--- config.mk ---
export PLATFORM = sky130hd
export DESIGN_NAME = imem_loader
export DESIGN_NICKNAME = d
export VERILOG_FILES = /design/src/rtl/imem_loader_pkg.sv /design/src/rtl/imem_loader_byte_packer.sv /design/src/rtl/imem_loader.sv
export SDC_FILE = /design/constraint.sdc
export NUM_CORES = 1
export LEC_CHECK = 0
export ABC_CLOCK_PERIOD_IN_PS = 2800
export CAP_MARGIN = 20
export CORE_MARGIN = 5
export CORE_UTILIZATION = 45
export DETAILED_ROUTE_END_ITERATION = 10
export PLACE_DENSITY = 0.74
export SYNTH_ARGS = -nofsm -noshare
export SYNTH_HDL_FRONTEND = slang
export SYNTH_HIERARCHICAL = 1
export SYNTH_SLANG_ARGS = --single-unit
--- constraint.sdc ---
create_clock -name clk -period 2.8 [get_ports clk]
set_input_delay 0.28 -clock clk [delete_from_list [all_inputs] [get_ports clk]]
set_output_delay 0.28 -clock clk [all_outputs]
set_load 0.005 [all_outputs]
--- src/rtl/imem_loader_pkg.sv ---
// Shared types and constants for the boot-time instruction-memory loader.
package loader_pkg;

  // Loader FSM states
  typedef enum logic [2:0] {
    HDR_LO = 3'd0,
    HDR_HI = 3'd1,
    DATA   = 3'd2,
    DONE   = 3'd3,
    ERR    = 3'd4
  } loader_state_t;

  localparam int HDR_BYTES      = 2;
  localparam int BYTES_PER_WORD = 4;

endpackage

--- src/rtl/imem_loader_byte_packer.sv ---
// Packs a byte stream into 32-bit little-endian words.
// The first byte pushed lands in word[7:0]. word_valid pulses combinationally
// alongside the 4th push so the caller can register the completed word on
// that same edge.
module byte_packer
  import loader_pkg::*;
(
  input  logic        clk,
  input  logic        rst,
  input  logic        clear,
  input  logic        push,
  input  logic [7:0]  in_data,
  output logic [31:0] word,
  output logic        word_valid
);

  localparam logic [1:0] LAST_IDX = 2'(BYTES_PER_WORD - 1);

  logic [1:0]  cnt_r;
  logic [31:0] shreg_r;

  // Byte counter and right-shifting assembly register; a stall keeps the partial word
  always_ff @(posedge clk or posedge rst) begin
    if (rst) begin
      cnt_r   <= 2'd0;
      shreg_r <= 32'd0;
    end else if (clear) begin
      cnt_r   <= 2'd0;
      shreg_r <= 32'd0;
    end else if (push) begin
      cnt_r   <= cnt_r + 2'd1;
      shreg_r <= {in_data, shreg_r[31:8]};
    end
  end

  // Completed word is the incoming byte on top of the three already held
  always_comb begin
    word       = {in_data, shreg_r[31:8]};
    word_valid = push && (cnt_r == LAST_IDX);
  end

endmodule

--- src/rtl/imem_loader.sv ---
// Boot-time instruction-memory loader: receives a header-prefixed byte image,
// writes it word by word into imem, then releases the CPU reset.
module imem_loader
  import loader_pkg::*;
#(
  parameter int DEPTH_WORDS = 256,
  parameter int ADDR_W      = 8
) (
  input  logic              clk,
  input  logic              rst,
  input  logic              in_valid,
  input  logic [7:0]        in_data,
  output logic              in_ready,
  input  logic              reload,
  output logic              imem_we,
  output logic [ADDR_W-1:0] imem_addr,
  output logic [31:0]       imem_wdata,
  output logic              cpu_rst,
  output logic              done,
  output logic              error,
  output logic [ADDR_W:0]   words_loaded
);

  localparam logic [16:0] DEPTH_L = 17'(DEPTH_WORDS);

  loader_state_t state_r, state_nxt;

  logic [15:0] n_r;
  logic [15:0] hdr_full_s;
  logic        accept_s;
  logic        reload_ok_s;
  logic        push_s;
  logic        last_word_s;
  logic [31:0] word_s;
  logic        word_valid_s;

  // Handshake and control decode from the current state
  always_comb begin
    in_ready    = (state_r == HDR_LO) || (state_r == HDR_HI) || (state_r == DATA);
    accept_s    = in_valid && in_ready;
    push_s      = accept_s && (state_r == DATA);
    reload_ok_s = reload && ((state_r == DONE) || (state_r == ERR));
    hdr_full_s  = {in_data, n_r[7:0]};
    last_word_s = ((16'(words_loaded) + 16'd1) == n_r);
  end

  byte_packer u_packer (
    .clk        (clk),
    .rst        (rst),
    .clear      (reload_ok_s),
    .push       (push_s),
    .in_data    (in_data),
    .word       (word_s),
    .word_valid (word_valid_s)
  );

  // State register
  always_ff @(posedge clk or posedge rst) begin
    if (rst) begin
      state_r <= HDR_LO;
    end else begin
      state_r <= state_nxt;
    end
  end

  // Next-state logic: header parse, payload, terminal states with reload
  always_comb begin
    state_nxt = state_r;
    case (state_r)
      HDR_LO: begin
        if (accept_s) begin
          state_nxt = HDR_HI;
        end else begin
          state_nxt = HDR_LO;
        end
      end
      HDR_HI: begin
        if (accept_s) begin
          if (hdr_full_s == 16'd0) begin
            state_nxt = DONE;
          end else if ({1'b0, hdr_full_s} > DEPTH_L) begin
            state_nxt = ERR;
          end else begin
            state_nxt = DATA;
          end
        end else begin
          state_nxt = HDR_HI;
        end
      end
      DATA: begin
        if (word_valid_s && last_word_s) begin
          state_nxt = DONE;
        end else begin
          state_nxt = DATA;
        end
      end
      DONE, ERR: begin
        if (reload_ok_s) begin
          state_nxt = HDR_LO;
        end else begin
          state_nxt = state_r;
        end
      end
      default: begin
        state_nxt = HDR_LO;
      end
    endcase
  end

  // Header capture, write strobe, word index and status outputs
  always_ff @(posedge clk or posedge rst) begin
    if (rst) begin
      n_r          <= 16'd0;
      imem_we      <= 1'b0;
      imem_addr    <= '0;
      imem_wdata   <= 32'd0;
      cpu_rst      <= 1'b1;
      done         <= 1'b0;
      error        <= 1'b0;
      words_loaded <= '0;
    end else begin
      imem_we <= 1'b0;
      if (reload_ok_s) begin
        n_r          <= 16'd0;
        words_loaded <= '0;
        done         <= 1'b0;
        error        <= 1'b0;
        cpu_rst      <= 1'b1;
      end else begin
        done    <= (state_r == DONE);
        error   <= (state_r == ERR);
        cpu_rst <= (state_r != DONE);
        if (accept_s && (state_r == HDR_LO)) begin
          n_r[7:0] <= in_data;
        end
        if (accept_s && (state_r == HDR_HI)) begin
          n_r[15:8] <= in_data;
        end
        if (word_valid_s) begin
          imem_we      <= 1'b1;
          imem_addr    <= words_loaded[ADDR_W-1:0];
          imem_wdata   <= word_s;
          words_loaded <= words_loaded + 1'b1;
        end
      end
    end
  end

endmodule
-- Word-level counts from Yosys, hierarchy flattened
Cells that the tools add are included.
- flip-flop bits (word level): 106
- bits of input ports: 12
- output and inout bits: 54
- word-level logic and storage cells: 64
- add/subtract/negate cells: 3
- $lt $le $gt $ge: 1
- equal/unequal tests: 8
- mux-type cells: 21
- bitwise logic cells: 1
- reduce and logical (&&, ||, !) cells: 18
- operators with widths (operator ; number):
    $mux W32 ; 2
    $mux W9 ; 2
    $eq A10 B16 Y1 ; 1
    $gt A16 B9 Y1 const B ; 1
    $logic_not A16 Y1 ; 1
    $mux W16 ; 1
    $mux W8 ; 2
    $mux W3 ; 4
    $pmux W3 S4 ; 1
    $add A9 B1 Y10 const B ; 1
    $add A9 B1 Y9 const B ; 1
    $reduce_bool A2 Y1 ; 4
    $logic_and A1 B1 Y1 ; 7
    $mux W1 ; 7
    $eq A3 B2 Y1 const B ; 2
    $mux W2 ; 2
    $eq A3 B1 Y1 const B ; 1
    $eq A3 B3 Y1 const B ; 1
    $logic_not A3 Y1 ; 1
    $logic_or A1 B1 Y1 ; 3
    $ne A3 B2 Y1 const B ; 1
    $add A2 B1 Y2 const B ; 1
    $eq A2 B2 Y1 const B ; 1
    $ne A2 B2 Y1 const B ; 1
    other kinds (3) ; 3

-- Depth between registers and ports, before layout
Gate-level depths: netlist (run 1).
- depth in word-level cells: 9
- depth in mapped cells: 11
- depth with buffers taken out: 7

-- Cells and area by module
The synthesis (run 1) kept the hierarchy.
- by module, submodules not included (module ; instances ; cells each ; area an instance (µm²) ; sequential area each (µm²)):
    imem_loader ; 1 ; 284 ; 3306.9 ; 1803.0
    byte_packer ; 1 ; 95 ; 1158.6 ; 650.6

-- Worst setup path after synthesis (run 1)
No wires, ideal clock.
- kind: flip-flop to flip-flop
- start point: reg state_r[0]
- end point: reg state_r[0]
- library setup time: 0.092 ns
- arrival: 2.361 ns
- slack: 0.348 ns
- stages on the path, launching flop included: 12
- period minus slack after synthesis: 2.452 ns
- cells stage by stage: dfrtp_1 -> clkbuf_1 -> nor4bb_1 -> buf_6 -> buf_12 -> and2_1 -> buf_2 -> inv_2 -> nor4_1 -> o2111ai_1 -> a2111o_1 -> o31ai_2
- word-level cells in the longest chain between the ends: 9
- RTL lines (item ; RTL line ; text):
    start, declared ; imem_loader.sv:26 ; loader_state_t state_r, state_nxt;
    start signal, assigned ; imem_loader.sv:62 ; state_r <= state_nxt;
    $eq A3 B1 Y1 / $logic_not A3 Y1 (equally long branches) ; imem_loader.sv:39 ; in_ready = (state_r == HDR_LO) || (state_r == HDR_HI) || (state_r == DATA);
    $logic_or A1 B1 Y1 (2 in a row) ; imem_loader.sv:39 ;
    $logic_and A1 B1 Y1 ; imem_loader.sv:40 ; accept_s = in_valid && in_ready;
    $logic_and A1 B1 Y1 (*) ; imem_loader.sv:41 ; push_s = accept_s && (state_r == DATA);
    named net push_s ; imem_loader.sv:32 ; logic push_s;
    $logic_and A1 B1 Y1 (*) ; imem_loader_byte_packer.sv:39 ; word_valid = push && (cnt_r == LAST_IDX);
    named net word_valid_s ; imem_loader.sv:35 ; logic word_valid_s;
    $logic_and A1 B1 Y1 (*) ; imem_loader.sv:91 ; if (word_valid_s && last_word_s) begin
    $mux W1 (*) ; imem_loader.sv:91 ;
    $pmux W3 S4 (*) ; imem_loader.sv:69 ; case (state_r)
The timed path passes the listed nets; every way through them passes the cells marked *.
A chain may end at the register's enable or synchronous reset.

-- Worst setup path after layout (run 1)
Same ends and word-level chain as after synthesis.

==> results of run 1 <==
state kept, by name (all words and copies together), names as in the netlist, 2 cells and up:
| name | cells |
|---|---|
| words_loaded | 9 |
| n_r | 16 |
| u_packer/shreg_r | 24 |
| state_r | 3 |
| imem_wdata | 32 |
| imem_addr | 8 |
| u_packer/cnt_r | 2 |
final cells by class:
class	instances	share of cell area
Tap cell	133	0.0312
Sequential cell	98	0.460
Timing Repair Buffer	73	0.133
Clock inverter	7	0.0138
Inverter	9	0.00634
Clock buffer	9	0.0232
Multi-Input combinational cell	244	0.332
power groups by stage:
stage | Combinational (uW) | Sequential, uW | Clock [uW]
3_3_place_gp | 641 | 1780 | 0
6_report | 664 | 1770 | 913
5_1_grt | 747 | 1800 | 995
3_5_place_dp | 664 | 1790 | 0
4_1_cts | 669 | 1770 | 936
2_1_floorplan | 565 | 1700 | 0
metal layers:
layer,vias to the layer above,GRT usage,wire length (microns)
met5,-,0,0
li1,1402,-,-
met4,0,0.0668,152
met3,13,0.0241,371
met1,1484,0.214,4140
met2,66,0.269,4370
per-stage QoR:
stage               worst slack, ns  power (uW)  utilization  area [sq um]
global route                  0.351        3540        0.548          5330
CTS                           0.558        3370        0.548          5330
detailed placement            0.277        2460        0.528          5130
floorplan                     0.348        2270            -          4470
global placement              0.297        2420        0.528          5130
finish                        0.566        3340        0.548          5330
cells by family after synthesis:
kind of cell,after synthesis,share of synthesized area
and+or+nand+nor,118,0.129
DFF,98,0.549
muxes,69,0.168
AOI/OAI and AO/OA,41,0.0625
buffers and inverters,37,0.0583
xor gates and xnor gates,14,0.0275
adders and majority gates,2,0.00560
worst register-to-register path: stages, from the launching register on:
cell,delay [ns]
dfrtp_1,0.54
nor4bb_4,0.34
and2_1,0.20
inv_2,0.08
nor4_1,0.23
o2111ai_1,0.17
a2111o_1,0.39
o31ai_2,0.20
cell usage in the layout, fill, tap and decap left out, types with 2 or more instances in the layout:
cell type	instances
nor2b_1	3
mux2i_1	26
nor4_1	5
nand4_1	4
inv_1	6
xor2_1	4
o21bai_1	2
or3_1	2
nand3_1	4
buf_4	8
ha_1	2
nand3_2	2
o21ai_0	2
clkbuf_8	9
a21o_1	3
nand2_1	40
inv_6	3
clkdlybuf4s50_1	65
nor2_1	39
dfrtp_1	97
xnor2_1	10
mux2i_2	2
inv_2	3
mux2_1	41
nor3_1	5
a21oi_1	20
clkinv_2	2
worst max-delay path by stage:
| stage | to | slack [ns] | depth (start not counted) | from |
|---|---|---|---|---|
| final | state_r[0] | 0.57 | 7 | state_r[0] |
| after global routing | state_r[0] | 0.35 | 7 | state_r[0] |
| after CTS | state_r[0] | 0.56 | 7 | state_r[0] |
| after detailed placement | state_r[0] | 0.28 | 8 | in_valid |
| after global placement | state_r[0] | 0.30 | 8 | in_valid |
| after floorplan | state_r[0] | 0.35 | 11 | state_r[0] |
==> qor.txt, run 1 <==
Status -> finished, final reports clean
CTS clk-pin slew, worst paths -> 0.10 ns
Vias -> 2965
Worst Reg-to-Reg Cells -> 7
Final min period -> 2.23 ns
Rel. slew slack -> 0.631
Synth top area cells -> dfrtp_1 54%, mux2_1 10%, mux2i_1 5.8%
Routed vias/inst -> 5.17
Flop-to-flop setup slack -> 0.57 ns
Hpwl dp -> 6.39 mm
P_sw -> 1050 uW
Synth Cell Area -> 4470 sq um
Top cell type by total area after synthesis -> dfrtp_1
Total global routing overflow -> 0
R2R Path Start -> state_r[0]
Hold slack -> 0.177 ns
Average cell area after synthesis -> 11.8 sq um
Fmax -> 0.448 GHz
Vias in the first global route -> 3062
Syn_nets -> 393
First-pass GRT wire length -> 15.1 mm
Number of buffers created by CTS -> 9
Peak supply drop -> 0.309 mV
GRT Total Usage -> 0.162
Combinational Power Share -> 0.198
Clock sink total -> 98
Sw Ratio -> 0.314
Yosys warnings -> 6
Layout Cells excl Fill -> 573
Worst path arrival time -> 2.50 ns
Crit-path slowest cell -> dfrtp_1
Main synth FF type -> dfrtp_1
Routed Antenna Nets -> 0
Initial core utilization -> 0.459
DR WL/cell -> 15.8 microns
Nets@finish -> 449
Max-cap violations -> 0
Tcrit/Tclk final -> 0.798
Num rows -> 36
Filler cell count -> 877
Crit path launch type -> flip-flop
Worst-path fanout max -> 13
N_diodes -> 0
Hold_buf cts -> 0
CP Cell Sequence -> nor4bb_4 -> and2_1 -> inv_2 -> nor4_1 -> o2111ai_1 -> a2111o_1 -> o31ai_2
Multi-input logic area -> 1770 sq um
Crit. End Element -> flip-flop
Setup_tns -> 0 ns
Post-CTS Resized -> 0
Post-synthesis sequential area ratio -> 0.549
Hold crit path type -> in -> async
TritonRoute pass-1 iters -> 4
Top-count cell post-synth -> dfrtp_1
Skew final -> 0.00832 ns
I/O pins -> 66
Commonest cells in the synthesized netlist -> 97 x dfrtp_1, 41 x mux2_1, 40 x nand2_1
Maximum clock path buffer count -> 2
Worst EP required -> 3.07 ns
Die width -> 110 microns
RePlAce Congestion -> 0.763
Post-CTS Setup Repair Bufs -> 0
Fraction of layout cells with a size suffix above 1 -> 0.100
Setup Crit Path Kind -> reg -> reg
Sequential power share -> 0.529
CP max stage delay -> 0.54 ns
Worst-margin pin slew -> 0.554 ns
Mapped Cells -> 379
Clock share of power -> 0.273
Buf/Inv on CP -> 1
Htree depth -> 3
Die footprint -> 12000 sq um
Flops & latches, synth -> 98
Pwr/cell area -> 627 nW/um^2
Delay-heaviest family, CP -> simple AND/OR/NAND/NOR gates
Final setup vio count -> 0
Unrepaired setup endpoints after global routing -> no
Area Growth Syn to Fin -> 19.4%
Vert. Die Dim -> 110 microns
Post-synth top area share -> 0.544
Leakage Power -> 0.00247 uW
Initial antenna violation count -> 0
FF/Latch Area -> 2450 sq um
1st-iter DRT viols -> 140
Worst skew pair latency -> 0.36 ns
Root buffer cell -> clkbuf_8
Largest net degree at the start of global routing -> 52
PortBufs -> 65
Int Pwr -> 2300 uW
Routed WL -> 9.03 mm
Core Area -> 9730 sq um
Asr flop ratio synth -> 1.00
Drt drc -> 0
EDFF count, synth -> 0
Slew Viols, Final -> 0
Post-synth cell types -> 57
Final-report hold violation count -> 0
CTS tree -> done
Placed cell count -> 557
FF-to-FF End -> state_r[0]
(Power assumes the default switching activity.)
==> run 2: changes to the inputs <==
ABC_CLOCK_PERIOD_IN_PS = 2000   (was 2800)
PLACE_DENSITY = 0.77   (was 0.74)
clock period = 2 ns   (was 2.8 ns; I/O delays follow)
==> run 2 against run 1 <==
Against the previous run:
- largest power group unchanged
- register-to-register slack worse by 0.46 ns
- die area stayed put
- clock power is 31% higher
- wire length is 4.7% higher
- final area is 2.7% higher
- setup slack worse by 0.46 ns
- via count is 3.3% higher
- cell count is 2.6% higher
- utilization is 1.5 points higher
- clock skew is 0.0017 ns higher
- global-route usage is 1.3 points higher
- worst hold slack better by 0.084 ns
==> qor.txt, run 2 (synthesized netlist as in run 1, its figures left out) <==
Vert. Die Dim -> 110 microns (unchanged)
Largest regs -> imem_wdata x32, u_packer/shreg_r x24, n_r x16
Clock sink total -> 98 (unchanged)
Delay-heaviest family, CP -> compound AO/OA/AOI/OAI gates
Worst skew pair latency -> 0.37 ns (about the same)
Nets@finish -> 465 (+3.6%)
Worst path arrival time -> 2.18 ns (-0.32 ns)
Final min period -> 1.89 ns (-0.345 ns)
Num rows -> 36 (unchanged)
Pwr/cell area -> 855 nW/um^2 (+36%)
Routed vias/inst -> 5.21 (+0.64%)
Rel. slew slack -> 0.603 (-0.0274)
Status -> finished, final reports clean
TritonRoute pass-1 iters -> 4 (unchanged)
Crit-path slowest cell -> dfrtp_1
Hold_buf cts -> 0 (unchanged)
Vias -> 3062 (+3.3%)
Final-report hold violation count -> 0 (unchanged)
Hpwl dp -> 6.66 mm (+4.2%)
Die footprint -> 12000 sq um (unchanged)
Worst Reg-to-Reg Cells -> 6 (-1)
Worst-path fanout max -> 6 (-7)
Routed Antenna Nets -> 0 (unchanged)
CP max stage delay -> 0.39 ns (-0.15 ns)
Worst-margin pin slew -> 0.595 ns (+0.0411 ns)
Layout Cells excl Fill -> 588 (+2.6%)
Commonest non-fill, non-tap cell in the layout -> dfrtp_1
Max reg flops -> 32 (unchanged)
Largest net degree at the start of global routing -> 52 (unchanged)
Leakage Power -> 0.00254 uW (+2.9%)
Placed cell count -> 573 (+2.9%)
Hold crit path type -> in -> async
Crit path launch type -> flip-flop
Htree depth -> 3 (unchanged)
Worst EP required -> 2.29 ns (-0.78 ns)
Fmax -> 0.529 GHz (+18%)
Routed WL -> 9.46 mm (+4.7%)
Crit. End Element -> flip-flop
N_diodes -> 0 (unchanged)
Number of buffers created by CTS -> 9 (unchanged)
Total global routing overflow -> 0 (unchanged)
Root buffer cell -> clkbuf_8
Largest reg by FF count -> imem_wdata
Flop-to-flop setup slack -> 0.11 ns (-0.46 ns)
Setup Crit Path Kind -> reg -> reg
First-pass GRT wire length -> 16.3 mm (+7.4%)
Max-cap violations -> 0 (unchanged)
CTS clk-pin slew, worst paths -> 0.10 ns (about the same)
Total power -> 4680 uW (+40%)
CP Cell Sequence -> ha_1 -> nor2b_4 -> o21ba_1 -> a211o_1 -> a2111o_1 -> o31ai_2
Vias in the first global route -> 3206 (+4.7%)
I/O pins -> 66 (unchanged)
Area Growth Syn to Fin -> 22.6%
Core Area -> 9730 sq um (unchanged)
Initial antenna violation count -> 0 (unchanged)
Unrepaired setup endpoints after global routing -> no
Maximum clock path buffer count -> 2 (unchanged)
Levels on crit path -> 6 (-1)
RePlAce Congestion -> 0.829 (+8.6%)
Drt drc -> 0 (unchanged)
Peak supply drop -> 0.421 mV (+36%)
CTS tree -> done
Commonest non-fill, non-tap cells in the layout -> 97 x dfrtp_1, 65 x clkdlybuf4s50_1, 41 x mux2_1, 40 x nand2_1, 39 x nor2_1
Die width -> 110 microns (unchanged)
1st-iter DRT viols -> 209 (+49%)
GRT Total Usage -> 0.175 (+0.0133)
Tcrit/Tclk final -> 0.945 (+0.147)
Initial core utilization -> 0.459 (unchanged)
DR WL/cell -> 16.1 microns (+2.0%)
Buf/Inv on CP -> 0 (-1)
PortBufs -> 65 (unchanged)
Fraction of layout cells with a size suffix above 1 -> 0.136 (+0.0363)
Setup_tns -> 0 ns (unchanged)
Post-CTS Setup Repair Bufs -> 0 (unchanged)
Skew final -> 0.0100 ns (+0.00172 ns)
Final setup vio count -> 0 (unchanged)
Slew Viols, Final -> 0 (unchanged)
## run 2: worst paths after layout
check,startpoint,endpoint
max in group asynchronous,rst,n_r[6]
max reg2reg,words_loaded[0],state_r[0]
min in group clk,reload,error
min,rst,u_packer/shreg_r[17]
min reg2reg,u_packer/shreg_r[13],imem_wdata[5]
max,words_loaded[0],state_r[0]
## run 2: area by class of cell
| type | instances | area, sq um |
|---|---|---|
| Clock buffer | 11 | 141 |
| Clock inverter | 4 | 36.3 |
| Fill cell | 826 | 4250 |
| Inverter | 9 | 37.5 |
| Multi-Input combinational cell | 244 | 1800 |
| Sequential cell | 98 | 2450 |
| Tap cell | 133 | 166 |
| Timing Repair Buffer | 89 | 843 |
## run 2: what timing repair did
item                                    4_1_cts  5_1_grt
resized for setup                             0        4
endpoints found under the hold margin         0        0
endpoints found under the setup margin        0        2
## run 2: routing by layer
metal | wire [microns] | up-vias | global-route usage
met4 | 179 | 0 | 0.0775
met1 | 4080 | 1551 | 0.227
met2 | 4850 | 62 | 0.289
met5 | 0 | - | 0
li1 | - | 1438 | -
met3 | 342 | 11 | 0.0311
## run 2: where the power goes
part           internal [uW]  total [uW]  switching, uW  leakage, uW
Combinational            469        1040            574      0.00111
Sequential              2200        2440            242      0.00134
Clock                    496        1200            702    0.0000879
Total                   3160        4680           1520      0.00254
## run 2: metrics by stage
step	worst slack [ns]	hold WS, ns	cell area (sq um)	utilization
floorplan	-0.320	0.240	4510	-
global placement	-0.142	0.468	5270	0.542
detailed placement	-0.148	0.473	5270	0.542
CTS	0.0387	0.261	5450	0.560
global route	0.0283	0.298	5480	0.563
finish	0.110	0.261	5480	0.563
## run 2: worst min-delay path, delay by kind of cell
family                 cells  cell delay [ns]
buffers and inverters      3             0.84
